**config.mk**
```make
export PLATFORM = sky130hd
export DESIGN_NAME = mem_entry_ctrl_flat
export DESIGN_NICKNAME = d
export VERILOG_FILES = /design/src/rtl/mem_entry_ctrl_if.sv /design/src/rtl/mem_entry_ctrl.sv /design/src/flat_wrapper.sv
export SDC_FILE = /design/constraint.sdc
export NUM_CORES = 1
export LEC_CHECK = 0
export CORE_MARGIN = 1.5
export CORE_UTILIZATION = 35
export CTS_CLUSTER_DIAMETER = 150
export DETAILED_ROUTE_END_ITERATION = 10
export GPL_ROUTABILITY_DRIVEN = 0
export PLACE_DENSITY = 0.68
export RECOVER_POWER = 100
export SLEW_MARGIN = 20
export SYNTH_ARGS = -nofsm -noshare
export SYNTH_HDL_FRONTEND = slang
export SYNTH_SLANG_ARGS = --single-unit
```
**constraint.sdc**
```tcl
create_clock -name clk -period 8.75 [get_ports clk]
set_input_delay 0.875 -clock clk [delete_from_list [all_inputs] [get_ports clk]]
set_output_delay 0.875 -clock clk [all_outputs]
set_load 0.05 [all_outputs]
```
**src/rtl/mem_entry_ctrl_if.sv**
```systemverilog
// Request/acknowledge memory port shared by the entry controller and the memory.
interface mem_entry_ctrl_if;
  logic        mem_req;
  logic        mem_we;
  logic [15:0] mem_addr;
  logic [15:0] mem_wdata;
  logic        mem_ack;
  logic [15:0] mem_rdata;

  modport master (
    output mem_req, mem_we, mem_addr, mem_wdata,
    input  mem_ack, mem_rdata
  );

  modport slave (
    input  mem_req, mem_we, mem_addr, mem_wdata,
    output mem_ack, mem_rdata
  );
endinterface

```
**src/rtl/mem_entry_ctrl.sv**
```systemverilog
// Front-panel entry controller: switch nibbles and enter/back presses drive
// read, write and whole-memory clear transactions on a req/ack memory port.
module mem_entry_ctrl #(
  parameter int unsigned ADDR_W = 16
) (
  input  logic              clk,
  input  logic              rst,
  input  logic [9:0]        sw,
  input  logic              btn_enter,
  input  logic              btn_back,
  mem_entry_ctrl_if.master  mem,
  output logic [1:0]        modeSelect,
  output logic [1:0]        stage,
  output logic [15:0]       inVal,
  output logic              busy
);

  localparam logic [15:0] ADDR_MASK = 16'((32'd1 << ADDR_W) - 32'd1);

  localparam logic [1:0] MODE_CLR  = 2'b00;
  localparam logic [1:0] MODE_RD   = 2'b01;
  localparam logic [1:0] MODE_WR   = 2'b10;
  localparam logic [1:0] MODE_IDLE = 2'b11;

  localparam logic [1:0] ST_BANNER = 2'd0;
  localparam logic [1:0] ST_ENTRY  = 2'd1;
  localparam logic [1:0] ST_MID    = 2'd2;
  localparam logic [1:0] ST_LAST   = 2'd3;

  logic        enter_q, back_q;
  logic [1:0]  mode_q, mode_d;
  logic [1:0]  stage_q, stage_d;
  logic [1:0]  cnt_q, cnt_d;
  logic [15:0] shreg_q, shreg_d;
  logic [15:0] addr_q, addr_d;
  logic [15:0] wdata_q, wdata_d;
  logic [15:0] rdata_q, rdata_d;
  logic        req_q, req_d;
  logic        we_q, we_d;
  logic        busy_q, busy_d;
  logic [15:0] inval_q, inval_d;

  logic        enter_p, back_p, last_nib, done;
  logic [15:0] shreg_nx;
  logic        unused_sw;

  assign unused_sw = ^sw[7:4];

  assign enter_p  = btn_enter & ~enter_q;
  assign back_p   = btn_back & ~back_q;
  assign shreg_nx = {shreg_q[11:0], sw[3:0]};
  assign last_nib = (cnt_q == 2'd3);
  assign done     = req_q & mem.mem_ack;

  // State register; button history flops reset high so a held button is not a press.
  always_ff @(posedge clk) begin
    if (rst) begin
      enter_q <= 1'b1;
      back_q  <= 1'b1;
      mode_q  <= MODE_IDLE;
      stage_q <= ST_BANNER;
      cnt_q   <= 2'd0;
      shreg_q <= 16'd0;
      addr_q  <= 16'd0;
      wdata_q <= 16'd0;
      rdata_q <= 16'd0;
      req_q   <= 1'b0;
      we_q    <= 1'b0;
      busy_q  <= 1'b0;
      inval_q <= 16'd0;
    end else begin
      enter_q <= btn_enter;
      back_q  <= btn_back;
      mode_q  <= mode_d;
      stage_q <= stage_d;
      cnt_q   <= cnt_d;
      shreg_q <= shreg_d;
      addr_q  <= addr_d;
      wdata_q <= wdata_d;
      rdata_q <= rdata_d;
      req_q   <= req_d;
      we_q    <= we_d;
      busy_q  <= busy_d;
      inval_q <= inval_d;
    end
  end

  // Next-state and registered-output logic.
  always_comb begin
    mode_d  = mode_q;
    stage_d = stage_q;
    cnt_d   = cnt_q;
    shreg_d = shreg_q;
    addr_d  = addr_q;
    wdata_d = wdata_q;
    rdata_d = rdata_q;
    req_d   = req_q;
    we_d    = we_q;

    if (stage_q == ST_BANNER && !req_q) mode_d = sw[9:8];

    case (stage_q)
      ST_BANNER: begin
        if (enter_p && !back_p) begin
          case (mode_d)
            MODE_RD, MODE_WR: begin
              stage_d = ST_ENTRY;
              shreg_d = 16'd0;
              cnt_d   = 2'd0;
            end
            MODE_CLR: begin
              stage_d = ST_ENTRY;
              addr_d  = 16'd0;
              wdata_d = 16'd0;
              req_d   = 1'b1;
              we_d    = 1'b1;
            end
            default: ;
          endcase
        end
      end
      ST_ENTRY: begin
        if (mode_q == MODE_CLR) begin
          if (done) begin
            if (addr_q == ADDR_MASK) begin
              req_d   = 1'b0;
              stage_d = ST_BANNER;
            end else begin
              addr_d = addr_q + 16'd1;
            end
          end
        end else if (back_p) begin
          stage_d = ST_BANNER;
          shreg_d = 16'd0;
          cnt_d   = 2'd0;
        end else if (enter_p) begin
          shreg_d = shreg_nx;
          cnt_d   = cnt_q + 2'd1;
          if (last_nib) begin
            addr_d  = shreg_nx & ADDR_MASK;
            shreg_d = 16'd0;
            stage_d = ST_MID;
            if (mode_q == MODE_RD) begin
              req_d = 1'b1;
              we_d  = 1'b0;
            end
          end
        end
      end
      ST_MID: begin
        if (mode_q == MODE_RD) begin
          if (done) begin
            rdata_d = mem.mem_rdata;
            req_d   = 1'b0;
            stage_d = ST_LAST;
          end
        end else if (back_p) begin
          stage_d = ST_BANNER;
          shreg_d = 16'd0;
          cnt_d   = 2'd0;
        end else if (enter_p) begin
          shreg_d = shreg_nx;
          cnt_d   = cnt_q + 2'd1;
          if (last_nib) begin
            wdata_d = shreg_nx;
            shreg_d = 16'd0;
            stage_d = ST_LAST;
            req_d   = 1'b1;
            we_d    = 1'b1;
          end
        end
      end
      default: begin
        // Pending write holds here until ack; once idle, enter or back leaves.
        if (req_q) begin
          if (mem.mem_ack) req_d = 1'b0;
        end else if (enter_p || back_p) begin
          stage_d = ST_BANNER;
          shreg_d = 16'd0;
          cnt_d   = 2'd0;
        end
      end
    endcase

    busy_d = req_d;

    case (stage_d)
      ST_BANNER: inval_d = 16'd0;
      ST_ENTRY:  inval_d = (mode_d == MODE_CLR) ? addr_d : shreg_d;
      ST_MID:    inval_d = (mode_d == MODE_RD) ? addr_d : shreg_d;
      default:   inval_d = (mode_d == MODE_RD) ? rdata_d : wdata_d;
    endcase
  end

  assign mem.mem_req   = req_q;
  assign mem.mem_we    = we_q;
  assign mem.mem_addr  = addr_q;
  assign mem.mem_wdata = wdata_q;
  assign modeSelect    = mode_q;
  assign stage         = stage_q;
  assign inVal         = inval_q;
  assign busy          = busy_q;

endmodule

```
**src/flat_wrapper.sv**
```systemverilog
// flat-port wrapper written by rule: the top's interface ports become plain ports
module mem_entry_ctrl_flat 
#(
  parameter int unsigned ADDR_W = 16
)
  (clk, rst, sw, btn_enter, btn_back, modeSelect, stage, inVal, busy, mem_mem_req, mem_mem_we, mem_mem_addr, mem_mem_wdata, mem_mem_ack, mem_mem_rdata);
  mem_entry_ctrl_if mem_i ();
  input  logic clk;
  input  logic rst;
  input  logic [9:0] sw;
  input  logic btn_enter;
  input  logic btn_back;
  output logic [1:0] modeSelect;
  output logic [1:0] stage;
  output logic [15:0] inVal;
  output logic busy;
  output wire logic [$bits(mem_i.mem_req)-1:0] mem_mem_req;
  output wire logic [$bits(mem_i.mem_we)-1:0] mem_mem_we;
  output wire logic [$bits(mem_i.mem_addr)-1:0] mem_mem_addr;
  output wire logic [$bits(mem_i.mem_wdata)-1:0] mem_mem_wdata;
  input wire logic [$bits(mem_i.mem_ack)-1:0] mem_mem_ack;
  input wire logic [$bits(mem_i.mem_rdata)-1:0] mem_mem_rdata;
  assign mem_mem_req = mem_i.mem_req;
  assign mem_mem_we = mem_i.mem_we;
  assign mem_mem_addr = mem_i.mem_addr;
  assign mem_mem_wdata = mem_i.mem_wdata;
  assign mem_i.mem_ack = mem_mem_ack;
  assign mem_i.mem_rdata = mem_mem_rdata;
  mem_entry_ctrl #(.ADDR_W(ADDR_W)) u_core (.clk(clk), .rst(rst), .sw(sw), .btn_enter(btn_enter), .btn_back(btn_back), .mem(mem_i), .modeSelect(modeSelect), .stage(stage), .inVal(inVal), .busy(busy));
endmodule
```
; ---- Word-level counts from Yosys, hierarchy flattened
; Index checks and enable logic that the tools add are counted.
[totals]
reg_bits = 90
input_bits = 31
out_inout_bits = 55
word_cells = 150
[classes]
addsub = 2
eq_ne = 32
mux = 83
n_bitwise = 5
n_reduce_logical = 16
[ops]
columns = cell, count
row1 = $mux 16, 29
row2 = $pmux 16 s3, 2
row3 = $pmux 16 s2, 2
row4 = $mux 2, 24
row5 = $reduce_and 12->1, 2
row6 = $mux 1, 22
row7 = $add 16x1->16 const B, 1
row8 = $eq 16x16->1 const B, 1
row9 = $ne 3x1->1 const B, 5
row10 = $ne 2x2->1 const B, 7
row11 = $pmux 2 s3, 2
row12 = $ne 2x1->1 const B, 5
row13 = $ne 3x3->1 const B, 3
row14 = $eq 2x1->1 const B, 4
row15 = $eq 2x2->1 const B, 4
row16 = $logic_not 2->1, 4
row17 = $ne 3x2->1 const B, 2
row18 = $pmux 1 s3, 2
row19 = $reduce_and 6->1, 1
row20 = $ne 4x4->1 const B, 1
row21 = $reduce_bool 4->1, 1
row22 = $and 1x1->1, 3
row23 = $reduce_bool 3->1, 1
row24 = $reduce_or 3->1, 1
row25 = other kinds (6), 9

; ---- Depth between registers and ports, before layout
[logic_depth]
depth_word = 10
mapped_depth = 16
mapped_depth_nobuf = 13

; ---- Worst setup path before layout
; OpenSTA, ideal clock, no wires.
[synth_path]
path_kind = flip-flop to flip-flop
from = reg u_core.stage_q[0] (netlist: u_core.stage[0])
to = reg u_core.inval_q[0] (netlist: u_core.inVal[0])
setup_ps = 131
arrival_time_ps = 3551
required_time_ps = 8619
slack_ps = 5068
stages_incl_launch_ff = 16
path_buffers = 2
synth_period_minus_slack_ps = 3682
path_cell_list = dfxtp_1 -> inv_1 -> ha_1 -> clkbuf_1 -> inv_1 -> nor2_1 -> mux2i_1 -> ha_1 -> clkbuf_1 -> inv_1 -> o31ai_1 -> o221ai_1 -> o21bai_1 -> a22oi_1 -> nor2b_1 -> a2111oi_1
[synth_via]
elab_chain_len = 10
elab_cells_between_ends = 43
cone_classes = eq/ne (6) / mux (31) / reduce/logical (6)
[synth_lines]
columns = element, line
row1 = start: declaration, mem_entry_ctrl.sv:32  ; logic [1:0] stage_q, stage_d;
row2 = start signal: assignment, mem_entry_ctrl.sv:75  ; stage_q <= stage_d;
row3 = $logic_not 2->1, "mem_entry_ctrl.sv:100, mem_entry_ctrl.sv:102"
row4 = $logic_and 1x1->1, mem_entry_ctrl.sv:100  ; if (stage_q == ST_BANNER && !req_q) mode_d = sw[9:8];
row5 = $mux 2, mem_entry_ctrl.sv:100
row6 = "$eq 2x2->1, or another cell as far along", mem_entry_ctrl.sv:105  ; case (mode_d)
row7 = $reduce_or 3->1 (no source line) / $reduce_or 2->1 (equally long branches), --
row8 = $mux 2 / $mux 16 (equally long branches), mem_entry_ctrl.sv:105
row9 = $mux 2 / $mux 16 (equally long branches), mem_entry_ctrl.sv:104  ; if (enter_p && !back_p) begin
row10 = $pmux 2 s3 / $pmux 16 s3 (equally long branches), mem_entry_ctrl.sv:102  ; case (stage_q)
row11 = "$eq 2x2->1, or another cell as far along", mem_entry_ctrl.sv:187  ; case (stage_d)
row12 = $pmux 16 s3 (*), mem_entry_ctrl.sv:187
row13 = end signal: assignment, mem_entry_ctrl.sv:84  ; inval_q <= inval_d;
row14 = end: declaration, mem_entry_ctrl.sv:41  ; logic [15:0] inval_q, inval_d;
; Every way passes the cells marked *; elsewhere a longest branch is shown, timed or not.
; A chain may end at the register's enable or synchronous reset.

; ---- Worst setup path in the final report
[layout_path]
from = in btn_enter
to = reg u_core.inval_q[10] (netlist: u_core.inVal[10])
[layout_via]
elab_chain_len = 7
elab_cells_between_ends = 38
cone_classes = eq/ne (2) / mux (32) / bitwise (1) / reduce/logical (3)
[layout_lines]
columns = element, line
row1 = start: declaration, flat_wrapper.sv:11  ; input logic btn_enter;
row2 = $and 1x1->1 (*), mem_entry_ctrl.sv:49  ; assign enter_p = btn_enter & ~enter_q;
row3 = "$mux 2, or another cell as far along", mem_entry_ctrl.sv:161  ; end else if (enter_p) begin
row4 = "$mux 2, or another cell as far along", mem_entry_ctrl.sv:157  ; end else if (back_p) begin
row5 = "$mux 2, or another cell as far along", mem_entry_ctrl.sv:151  ; if (mode_q == MODE_RD) begin
row6 = "$pmux 2 s3, or another cell as far along", mem_entry_ctrl.sv:102
row7 = "$eq 2x2->1, or another cell as far along", mem_entry_ctrl.sv:187
row8 = $pmux 16 s3 (*), mem_entry_ctrl.sv:187
; Marked as above.

==> impl_results.md <==
- Status: complete, but fails checks
- Failing checks: capacitance limit, slew limit
- Number of enable flip-flop cells after synthesis: 0
- FF+latch count, synth: 90
- Total GRT Usage: 21.2%
- Synth cell types: 66
- Peak VDD IR: 83.4 uV
- First-pass GRT wire length: 24.5 mm
- WL/cell: 18.6 um
- Core area: 13400 um^2
- Synth cell count leaders: dfxtp_1, nor2_1, mux2i_1, nand2_1, o21ai_0
- Leak pwr: 2.30 nW
- Critical path startpoint: btn_enter
- Last element of the critical path: u_core.inVal[10]
- Async SR Flop Fraction: 0%
- Tcrit/Tclk final: 51.2%
- Total iterations of the first detailed-routing run: 7
- CP max FO: 12
- Max-Cap Viols: 1
- Slew Viols, Final: 78
- Clk_lat worst skew: 0.35 ns
- Worst Path Arrival: 4.66 ns
- Dpl hpwl: 10.9 mm
- Worst R2R End: u_core.inVal[0]
- Cts hold-fix bufs: 0
- Max Root-Sink Buffers: 2
- Full die area: 14600 um^2
- TNS Setup: 0 ns
- Clock transition at path regs: 0.06 ns
- Slew margin rel.: -131%
- Grt total ovfl: 0
- RSZ-0062 raised after global routing: false
- Syn Nets: 617
- Clock Tree Root: clkbuf_16
- I/O Pins: 86
- Post-route cell area: 6020 um^2
- Synth warnings: 0
- Worst Setup Path Type: primary input to flop
- Multi-input gate area: 2790 um^2
- Fin crit period: 4.48 ns
- CTS tree: built
- TritonCTS buffer count: 9
- Drc violations: 0
- Die Wd: 121 um
- Area grow syn2layout: 23.6%
- Core Rows: 42
- Placed cell areas: 5750 um^2
- Max frequency: 0.223 GHz
- Sequential element share of the synthesized area: 37.0%
- Total clock sinks: 90
- Synth area leader: dfxtp_1
- Post-CTS setup buffer count: 0
- Ys flop type: dfxtp_1
- Post-Syn Area per Cell: 8.45 um^2
- Req. time, crit path: 8.93 ns
- Synth area leaders: dfxtp_1, mux2i_1, nor2_1
- Largest net degree at the start of global routing: 78
- Reg2reg path depth: 13
- Initial DRC count: 406
- Placed Cells: 797
- Die height: 121 um
- Number of global-route vias before repair: 4637
- Vias post-DR: 4792
- Crit end category: flop
- Register area: 1800 um^2
- H-tree depth: 3
- Most common cell in the netlist: dfxtp_1
- Worst setup SP type: primary input
- ANT cells: 0
- Cts repair resizes: 0
- Cell Area, Synth: 4870 um^2
- PortBufs: 81
- Final net count: 672
- Final Skew: 0.00791 ns
- Fraction of layout cells with a size suffix above 1: 6.28%
- Fillcell total: 1322
- DRT antenna net count: 0
- Cells after Synth: 577
- Final setup vio count: 0
- Vias per cell: 5.89
- Hold WC Path Type: flop to flop
- Share of the synthesized area in the top cell type: 37.0%
- Routed WL: 15.2 mm
- Worst R2R Start: u_core.stage[0]
- Worst Tran Pin Value: 3.46 ns
- Initial core utilization: 36.4%
- Post-route insts no fill: 813
- PD cells: 153 nW/um^2
- Final hold violations: 0
- R2r setup slk: 4.43 ns
- Initial antenna violation count: 0
==> critical path: stages <==
cell	delay, ns
dlygate4sd3_1	0.56
nor2b_1	0.72
nand4_1	0.61
nor2_1	0.85
a22oi_1	0.18
mux2i_1	0.21
nor2_1	0.05
a2111oi_0	0.59
==> cell families (layout without fill, tap and decap cells) <==
family	after synthesis	in the layout	share of synthesized area, %
adder cells (fa/ha/maj)	9	9	2.31
multiplexers	41	41	8.50
AO/OA/AOI/OAI	168	168	25.7
flip-flops	90	90	37.0
buffers and inverters	60	120	5.21
XOR/XNOR	1	1	0.180
AND/OR/NAND/NOR	208	208	21.1
==> flip-flops by register name, indices dropped and copies added (netlist names) <==
name	cells
u_core.mem.mem_wdata	16
u_core.mem.mem_addr	16
u_core.shreg_q	16
u_core.rdata_q	16
u_core.enter_q	1
u_core.mem.mem_we	1
u_core.stage	2
u_core.modeSelect	2
u_core.cnt_q	2
u_core.back_q	1
u_core.mem.mem_req	1
u_core.inVal	16
==> area by class of cell <==
cell class	count	area share [%]
clock buffer	9	3.74
clock inverter	7	1.29
inverter	19	1.18
multi-input combinational	427	46.4
sequential	90	29.9
tap	176	3.66
timing repair buffer	85	13.8
==> layer usage <==
metal	global-route usage (%)	wire (um)
met1	29.5	6770
met2	32.5	6790
met3	4.75	1280
met4	7.06	307
met5	0	0
==> power by group <==
group / total [mW] / switching, mW / internal (mW)
Sequential: 0.418 / 0.00545 / 0.413
Combinational: 0.104 / 0.0657 / 0.0378
Clock: 0.399 / 0.175 / 0.224
==> how the worst min path moves through the flow <==
stage | endpoint | slack (ns) | cells after the start | startpoint
5_1_grt | u_core.cnt_q[1] | 0.49 | 2 | u_core.cnt_q[1]
3_3_place_gp | u_core.cnt_q[1] | 0.44 | 2 | u_core.cnt_q[1]
3_5_place_dp | u_core.cnt_q[1] | 0.46 | 2 | u_core.cnt_q[1]
6_report | u_core.cnt_q[1] | 0.47 | 2 | u_core.cnt_q[1]
4_1_cts | u_core.cnt_q[1] | 0.47 | 2 | u_core.cnt_q[1]
2_1_floorplan | u_core.cnt_q[1] | 0.44 | 2 | u_core.cnt_q[1]
==> metrics by stage <==
stage | setup slack (ns) | hold WS (ns) | util, % | total power [mW]
floorplan | 5.07 | 0.436 | - | 0.497
global placement | 4.29 | 0.444 | 42.9 | 0.532
detailed placement | 4.15 | 0.458 | 42.9 | 0.532
CTS | 4.50 | 0.468 | 45.2 | 0.927
global route | 4.05 | 0.493 | 44.9 | 0.956
finish | 4.27 | 0.471 | 44.9 | 0.921
==> layout by cell type, fill, tap and decap left out, types with 5 or more instances in the layout <==
cell type,synthesis,routed
a2111oi_0,0,9
a211oi_1,8,8
a21oi_1,13,13
a22o_1,5,5
a22oi_1,26,26
a31oi_1,10,10
clkbuf_16,0,9
clkdlybuf4s50_1,0,24
dfxtp_1,90,90
dlygate4sd3_1,0,56
ha_1,9,9
inv_1,17,17
mux2i_1,38,38
nand2_1,32,32
nand2b_1,6,6
nand3_1,14,14
nand4_1,10,10
nor2_1,81,80
nor2b_1,26,26
nor3_1,10,10
o2111ai_1,6,6
o211ai_1,5,5
o21a_1,5,5
o21ai_0,32,32
o21bai_1,6,6
o221ai_1,7,7
(Power assumes the default switching activity.)
